$ cat src/rtl/conv_job_sched_if.sv
// Job descriptor handshake between the host and the conv job scheduler.
// master: host drives job_valid and the descriptor; slave: scheduler drives job_ready.
interface conv_job_sched_if;
    logic        job_valid;
    logic        job_ready;
    logic [11:0] job_in_base;
    logic [11:0] job_out_base;
    logic [11:0] job_w_addr;

    modport master (
        output job_valid,
        output job_in_base,
        output job_out_base,
        output job_w_addr,
        input  job_ready
    );

    modport slave (
        input  job_valid,
        input  job_in_base,
        input  job_out_base,
        input  job_w_addr,
        output job_ready
    );
endinterface

$ cat src/rtl/conv_job_sched.sv
// Convolution job scheduler: queues job descriptors from the host, launches them
// one at a time on the convolution engine and reports completion via irq.
// Ports: clk, reset_b (async, active-low); job (conv_job_sched_if.slave) host queue
// input; eng_run / eng_busy / eng_in_base / eng_out_base / eng_w_addr engine side;
// irq / irq_clr sticky interrupt; jobs_done completion count; err_timeout watchdog
// flag; sched_idle idle status.
// Optional feature: define CONV_SCHED_TIMEOUT_EN to add the per-job watchdog.
module conv_job_sched #(
    parameter int FIFO_DEPTH     = 4,
    parameter int TIMEOUT_CYCLES = 4096
) (
    input  logic                   clk,
    input  logic                   reset_b,
    conv_job_sched_if.slave        job,
    output logic                   eng_run,
    input  logic                   eng_busy,
    output logic [11:0]            eng_in_base,
    output logic [11:0]            eng_out_base,
    output logic [11:0]            eng_w_addr,
    output logic                   irq,
    input  logic                   irq_clr,
    output logic [7:0]             jobs_done,
    output logic                   err_timeout,
    output logic                   sched_idle
);

    localparam int PW = (FIFO_DEPTH > 1) ? $clog2(FIFO_DEPTH) : 1;
    localparam int CW = PW + 1;

    localparam logic [2:0] S_IDLE   = 3'd0;
    localparam logic [2:0] S_LAUNCH = 3'd1;
    localparam logic [2:0] S_WAIT   = 3'd2;
    localparam logic [2:0] S_RUN    = 3'd3;
    localparam logic [2:0] S_DONE   = 3'd4;

    if (FIFO_DEPTH < 2 || FIFO_DEPTH > 16 ||
        (FIFO_DEPTH & (FIFO_DEPTH - 1)) != 0 ||
        TIMEOUT_CYCLES < 2) begin : g_bad_param
        $error("conv_job_sched: unsupported parameter value");
    end

    logic [2:0]    state;
    logic [2:0]    state_nx;
    logic [35:0]   fifo_mem [FIFO_DEPTH];
    logic [PW-1:0] wr_ptr;
    logic [PW-1:0] rd_ptr;
    logic [CW-1:0] count;
    logic          full;
    logic          empty;
    logic          push;
    logic          pop;
    logic [35:0]   head;
    logic          wdog_hit;
    logic          active;

    assign full  = (count == CW'(FIFO_DEPTH));
    assign empty = (count == '0);
    assign push  = job.job_valid && !full;
    assign pop   = (state == S_LAUNCH) && !empty;
    assign head  = fifo_mem[rd_ptr];

    assign job.job_ready = !full;
    assign sched_idle    = (state == S_IDLE) && empty;
    assign eng_run       = (state == S_LAUNCH);
    assign active        = (state == S_WAIT) || (state == S_RUN);

    // Queue storage carries no reset; only pointers/count define validity.
    always_ff @(posedge clk) begin
        if (push) begin
            fifo_mem[wr_ptr] <= {job.job_in_base, job.job_out_base, job.job_w_addr};
        end
    end

    always_ff @(posedge clk or negedge reset_b) begin
        if (!reset_b) begin
            wr_ptr <= '0;
            rd_ptr <= '0;
            count  <= '0;
        end else begin
            if (push) begin
                wr_ptr <= wr_ptr + 1'b1;
            end
            if (pop) begin
                rd_ptr <= rd_ptr + 1'b1;
            end
            case ({push, pop})
                2'b10:   count <= count + 1'b1;
                2'b01:   count <= count - 1'b1;
                default: count <= count;
            endcase
        end
    end

    always_comb begin
        state_nx = state;
        case (state)
            S_IDLE: begin
                if (!empty) begin
                    state_nx = S_LAUNCH;
                end
            end
            S_LAUNCH: begin
                state_nx = S_WAIT;
            end
            S_WAIT: begin
                if (wdog_hit) begin
                    state_nx = S_IDLE;
                end else if (eng_busy) begin
                    state_nx = S_RUN;
                end
            end
            S_RUN: begin
                if (wdog_hit) begin
                    state_nx = S_IDLE;
                end else if (!eng_busy) begin
                    state_nx = S_DONE;
                end
            end
            S_DONE: begin
                state_nx = empty ? S_IDLE : S_LAUNCH;
            end
            default: begin
                state_nx = S_IDLE;
            end
        endcase
    end

    always_ff @(posedge clk or negedge reset_b) begin
        if (!reset_b) begin
            state <= S_IDLE;
        end else begin
            state <= state_nx;
        end
    end

    // Descriptor is captured on entry to LAUNCH so it is already valid
    // in the cycle eng_run is high and holds until the next launch.
    always_ff @(posedge clk or negedge reset_b) begin
        if (!reset_b) begin
            eng_in_base  <= '0;
            eng_out_base <= '0;
            eng_w_addr   <= '0;
        end else if (state_nx == S_LAUNCH) begin
            {eng_in_base, eng_out_base, eng_w_addr} <= head;
        end
    end

    always_ff @(posedge clk or negedge reset_b) begin
        if (!reset_b) begin
            jobs_done <= '0;
        end else if (state == S_DONE) begin
            jobs_done <= jobs_done + 8'd1;
        end
    end

    // A set event wins over a simultaneous clear.
    always_ff @(posedge clk or negedge reset_b) begin
        if (!reset_b) begin
            irq <= 1'b0;
        end else if ((state == S_DONE) || wdog_hit) begin
            irq <= 1'b1;
        end else if (irq_clr) begin
            irq <= 1'b0;
        end
    end

`ifdef CONV_SCHED_TIMEOUT_EN
    localparam int TW = (TIMEOUT_CYCLES > 2) ? $clog2(TIMEOUT_CYCLES) : 1;

    logic [TW-1:0] wdog;
    logic          err_q;

    assign wdog_hit    = active && (wdog == TW'(TIMEOUT_CYCLES - 1));
    assign err_timeout = err_q;

    always_ff @(posedge clk or negedge reset_b) begin
        if (!reset_b) begin
            wdog <= '0;
        end else if (state == S_LAUNCH) begin
            wdog <= '0;
        end else if (active && !wdog_hit) begin
            wdog <= wdog + 1'b1;
        end
    end

    always_ff @(posedge clk or negedge reset_b) begin
        if (!reset_b) begin
            err_q <= 1'b0;
        end else if (wdog_hit) begin
            err_q <= 1'b1;
        end
    end
`else
    assign wdog_hit    = 1'b0;
    assign err_timeout = 1'b0;
`endif

endmodule

$ cat src/flat_wrapper.sv
// flat-port wrapper written by rule: the top's interface ports become plain ports
module conv_job_sched_flat 
#(
    parameter int FIFO_DEPTH     = 4,
    parameter int TIMEOUT_CYCLES = 4096
)
  (clk, reset_b, eng_run, eng_busy, eng_in_base, eng_out_base, eng_w_addr, irq, irq_clr, jobs_done, err_timeout, sched_idle, job_job_valid, job_job_in_base, job_job_out_base, job_job_w_addr, job_job_ready);
  conv_job_sched_if job_i ();
  input  logic clk;
  input  logic reset_b;
  output logic eng_run;
  input  logic eng_busy;
  output logic [11:0] eng_in_base;
  output logic [11:0] eng_out_base;
  output logic [11:0] eng_w_addr;
  output logic irq;
  input  logic irq_clr;
  output logic [7:0] jobs_done;
  output logic err_timeout;
  output logic sched_idle;
  input wire logic [$bits(job_i.job_valid)-1:0] job_job_valid;
  input wire logic [$bits(job_i.job_in_base)-1:0] job_job_in_base;
  input wire logic [$bits(job_i.job_out_base)-1:0] job_job_out_base;
  input wire logic [$bits(job_i.job_w_addr)-1:0] job_job_w_addr;
  output wire logic [$bits(job_i.job_ready)-1:0] job_job_ready;
  assign job_i.job_valid = job_job_valid;
  assign job_i.job_in_base = job_job_in_base;
  assign job_i.job_out_base = job_job_out_base;
  assign job_i.job_w_addr = job_job_w_addr;
  assign job_job_ready = job_i.job_ready;
  conv_job_sched #(.FIFO_DEPTH(FIFO_DEPTH), .TIMEOUT_CYCLES(TIMEOUT_CYCLES)) u_core (.clk(clk), .reset_b(reset_b), .job(job_i), .eng_run(eng_run), .eng_busy(eng_busy), .eng_in_base(eng_in_base), .eng_out_base(eng_out_base), .eng_w_addr(eng_w_addr), .irq(irq), .irq_clr(irq_clr), .jobs_done(jobs_done), .err_timeout(err_timeout), .sched_idle(sched_idle));
endmodule
$ cat config.mk
export PLATFORM = sky130hd
export DESIGN_NAME = conv_job_sched_flat
export DESIGN_NICKNAME = d
export VERILOG_FILES = /design/src/rtl/conv_job_sched_if.sv /design/src/rtl/conv_job_sched.sv /design/src/flat_wrapper.sv
export SDC_FILE = /design/constraint.sdc
export NUM_CORES = 1
export LEC_CHECK = 0
export BUFFER_PORTS_ARGS = -buffer_cell sky130_fd_sc_hd__buf_2
export CORE_UTILIZATION = 40
export DETAILED_ROUTE_END_ITERATION = 10
export HOLD_SLACK_MARGIN = 0.02
export SLEW_MARGIN = 15
export SYNTH_ARGS = -nofsm -noshare
export SYNTH_HDL_FRONTEND = slang
export SYNTH_SLANG_ARGS = --single-unit
$ cat constraint.sdc
create_clock -name clk -period 2 [get_ports clk]
set_input_delay 0.2 -clock clk [delete_from_list [all_inputs] [get_ports clk]]
set_output_delay 0.2 -clock clk [all_outputs]
set_load 0.02 [all_outputs]
==> key figures <==
Run status
  • Outcome: finished clean

Clock network
  • Clock sink total: 199
  • Clk slew on worst S/H paths: 0.07 ns
  • Root Buffer: clkbuf_16
  • H-tree depth: 4
  • CTS Buf Count: 17
  • CTS tree: done
  • CTS Buffer Depth: 2
  • Skew-Pair Late Insertion Delay: 0.42 ns

Setup path
  • Reg-to-reg startpoint: u_core.count[0]
  • Sequence of cells on the critical path: or3b_4 -> and2_4 -> inv_2 -> ha_4 -> inv_2 -> fa_2 -> xor2_1 -> nor2_1 -> xor2_1
  • WS Path Type: flop to flop
  • Slowest cell on crit path: dfrtp_1
  • Crit. Startpoint: u_core.count[0]
  • Crit path launch type: flop
  • WP data arrival: 2.34 ns
  • Max stage delay on crit path: 0.40 ns
  • Worst EP required: 2.35 ns
  • Critical path endpoint category: flop
  • CP Max Fanout: 3

Timing
  • # setup viols final: 0
  • Max-slew violations: 0
  • F_max: 0.503 GHz
  • Final WS setup: 0.0104 ns
  • Period minus WS final: 1.99 ns
  • Period utilization: 99.5%
  • RSZ-0062 raised after global routing: true
  • Final hold violation count: 0
  • Worst Skew: 0.00869 ns

Floorplanning
  • IO Count: 90
  • Core area: 0.0187 sq mm
  • Rows: 50
  • Die width: 140 um
  • Die Area: 0.0196 sq mm
  • Initial Util: 40.8%
  • Die Ht: 140 um

Cells and area
  • Sequential standard cell area: 0.00570 sq mm
  • N_diodes: 0
  • Multi-input logic area: 0.00181 sq mm
  • Final net count: 546
  • Most common cell after layout, fill and taps aside: edfxtp_1
  • Synthesis-to-finish area growth: 24.6%
  • Number of fillers in the final layout: 1527
  • Share of cells above drive strength 1: 45.2%
  • Most frequent cells in the layout: 144 x edfxtp_1, 88 x buf_2, 53 x dfrtp_1, 39 x dlygate4sd3_1, 36 x mux4_2

Power
  • PD cells: 1520 mW/mm^2
  • VDD IR-drop max: 0.675 mV
  • Total power: 14.4 mW
  • Leakage: 3.63 nW

Placement
  • I/O Buffers: 88
  • Routability Congestion: 0.712
  • Pre-CTS setup slack: -0.0186 ns
  • Detailed-placement wirelength estimate: 8120 um

Routing
  • Vias: 3630
  • Final WL: 13700 um
  • DR WL/cell: 18.4 um
  • Post-route ant nets: 0
  • Initial DRC Count: 152
  • DRC viols: 0
  • DR pass1 iterations: 4
  • DR vias/cell: 4.87

Global route
  • Number of antenna violations at the first check in global routing: 0
  • Vias in the first global route: 4018
  • First-pass GRT wire length: 22000 um
  • GRT overflow: 0
  • Largest net degree at the start of global routing: 56
  • GR Util All Layers: 15.4%

Synth
  • Main synth FF type: edfxtp_1
  • Flop and latch count out of synthesis: 199
  • Number of synthesized flops with an enable pin: 144
  • Count of unique library cells instantiated by Yosys: 34
  • Syn Std Cell Area: 0.00763 sq mm
  • Register area share after synthesis: 74.7%
  • Post-synthesis cell count: 347
  • Post-Syn Nets: 395
  • Avg Cell Area, Syn: 22.0 sq um
  • Ys async rst share: 27.6%
  • Yosys warns: 0

Worst hold path
  • Hold Path Class: primary input to async pin

Flow run
  • MaxCap Viol Count: 0
-- layer usage --
layer / track usage, % / up-vias / share of wire [%]
li1: - / 1674 / -
met1: 18.8 / 1871 / 44
met2: 26.1 / 66 / 52
met3: 3.35 / 19 / 2.7
met4: 7.00 / 0 / 1.9
met5: 0 / - / 0
-- cells in the mapped netlist (2+ instances only) --
master      n  share of area [%]
edfxtp_1  144                 57
dfrtp_1    55                 18
mux4_2     36                 11
mux2_4     29                5.7
mux2_2      9                1.3
inv_1       8               0.39
xor2_1      7               0.80
ha_1        6               0.98
xnor2_1     6               0.69
and3_1      5               0.41
buf_12      4                1.1
buf_2       4               0.26
nor3_1      4               0.26
clkbuf_1    3               0.15
nand3_1     3               0.20
nor2_1      3               0.15
buf_4       2               0.20
nand2_1     2              0.098
nand4_1     2               0.16
-- critical path, delay by kind of cell (launching register included) --
family | cells | cell delay [ns]
xor+xnor | 2 | 0.30
fa+ha+maj | 2 | 0.46
buf+inv | 2 | 0.09
flops | 1 | 0.40
simple gates | 3 | 0.67
-- final cells by class --
| type | instances | share of cell area [%] |
|---|---|---|
| Clock buffer | 18 | 4.52 |
| Clock inverter | 14 | 1.67 |
| Inverter | 8 | 0.316 |
| Multi-Input combinational cell | 127 | 19.1 |
| Sequential cell | 199 | 60.0 |
| Tap cell | 234 | 3.08 |
| Timing Repair Buffer | 145 | 11.3 |
-- power by group --
part           switching, mW  internal, mW
sequential             0.451          5.62
clock                   1.53          1.88
combinational           2.39          2.54
total                   4.37          10.0
-- sequential cells by signal, indices dropped and copies added (netlist names) --
| signal | cells |
|---|---|
| u_core.fifo_mem | 144 |
| u_core.eng_in_base | 12 |
| u_core.eng_out_base | 12 |
| u_core.eng_w_addr | 12 |
| u_core.jobs_done | 8 |
| u_core.count | 3 |
| u_core.state | 3 |
| u_core.rd_ptr | 2 |
| u_core.wr_ptr | 2 |
| u_core.irq | 1 |
-- cell families after synthesis --
group | synth area share, %
multiplexers | 17.8
adder cells (fa/ha/maj) | 1.25
AND/OR/NAND/NOR | 2.43
XOR/XNOR | 1.49
other | 0.0492
flip-flops | 74.7
buffers and inverters | 2.05
AO/OA/AOI/OAI | 0.180
-- per-stage QoR --
step                      util (%)  cell area [sq um]  std cells  TNS, ns  hold WS [ns]
final                         50.8               9500        745        0         0.321
after global routing          50.8               9500        745  -0.0752         0.354
after CTS                     50.7               9490        744        0         0.321
after detailed placement      45.4               8500        671  -0.0186         0.246
after global placement        45.4               8500        671        0         0.245
after floorplan                  -               7660        347  -0.0107       -0.0956
-- repair_timing --
| action | 4_1_cts | 5_1_grt |
|---|---|---|
| hold endpoints to repair | 201 | 0 |
| setup endpoints to repair | 1 | 2 |
| resized for setup | 0 | 1 |
| setup buffers | 2 | 1 |
| gates cloned | 0 | 0 |
| hold buffers | 39 | 0 |
| pin swaps | 3 | 0 |
-- worst paths after layout --
| kind | to | slack (ns) | cells past startpoint |
|---|---|---|---|
| max in group asynchronous | u_core.rd_ptr[1] | 1.39 | 3 |
| worst min register to register | u_core.jobs_done[7] | 0.47 | 1 |
| worst max-delay path | u_core.count[2] | 0.01 | 9 |
| worst min-delay path | u_core.eng_w_addr[3] | 0.32 | 3 |
| min in group clk | u_core.count[0] | 0.36 | 5 |
| worst max register to register | u_core.count[2] | 0.01 | 9 |
(Power assumes the default switching activity.)
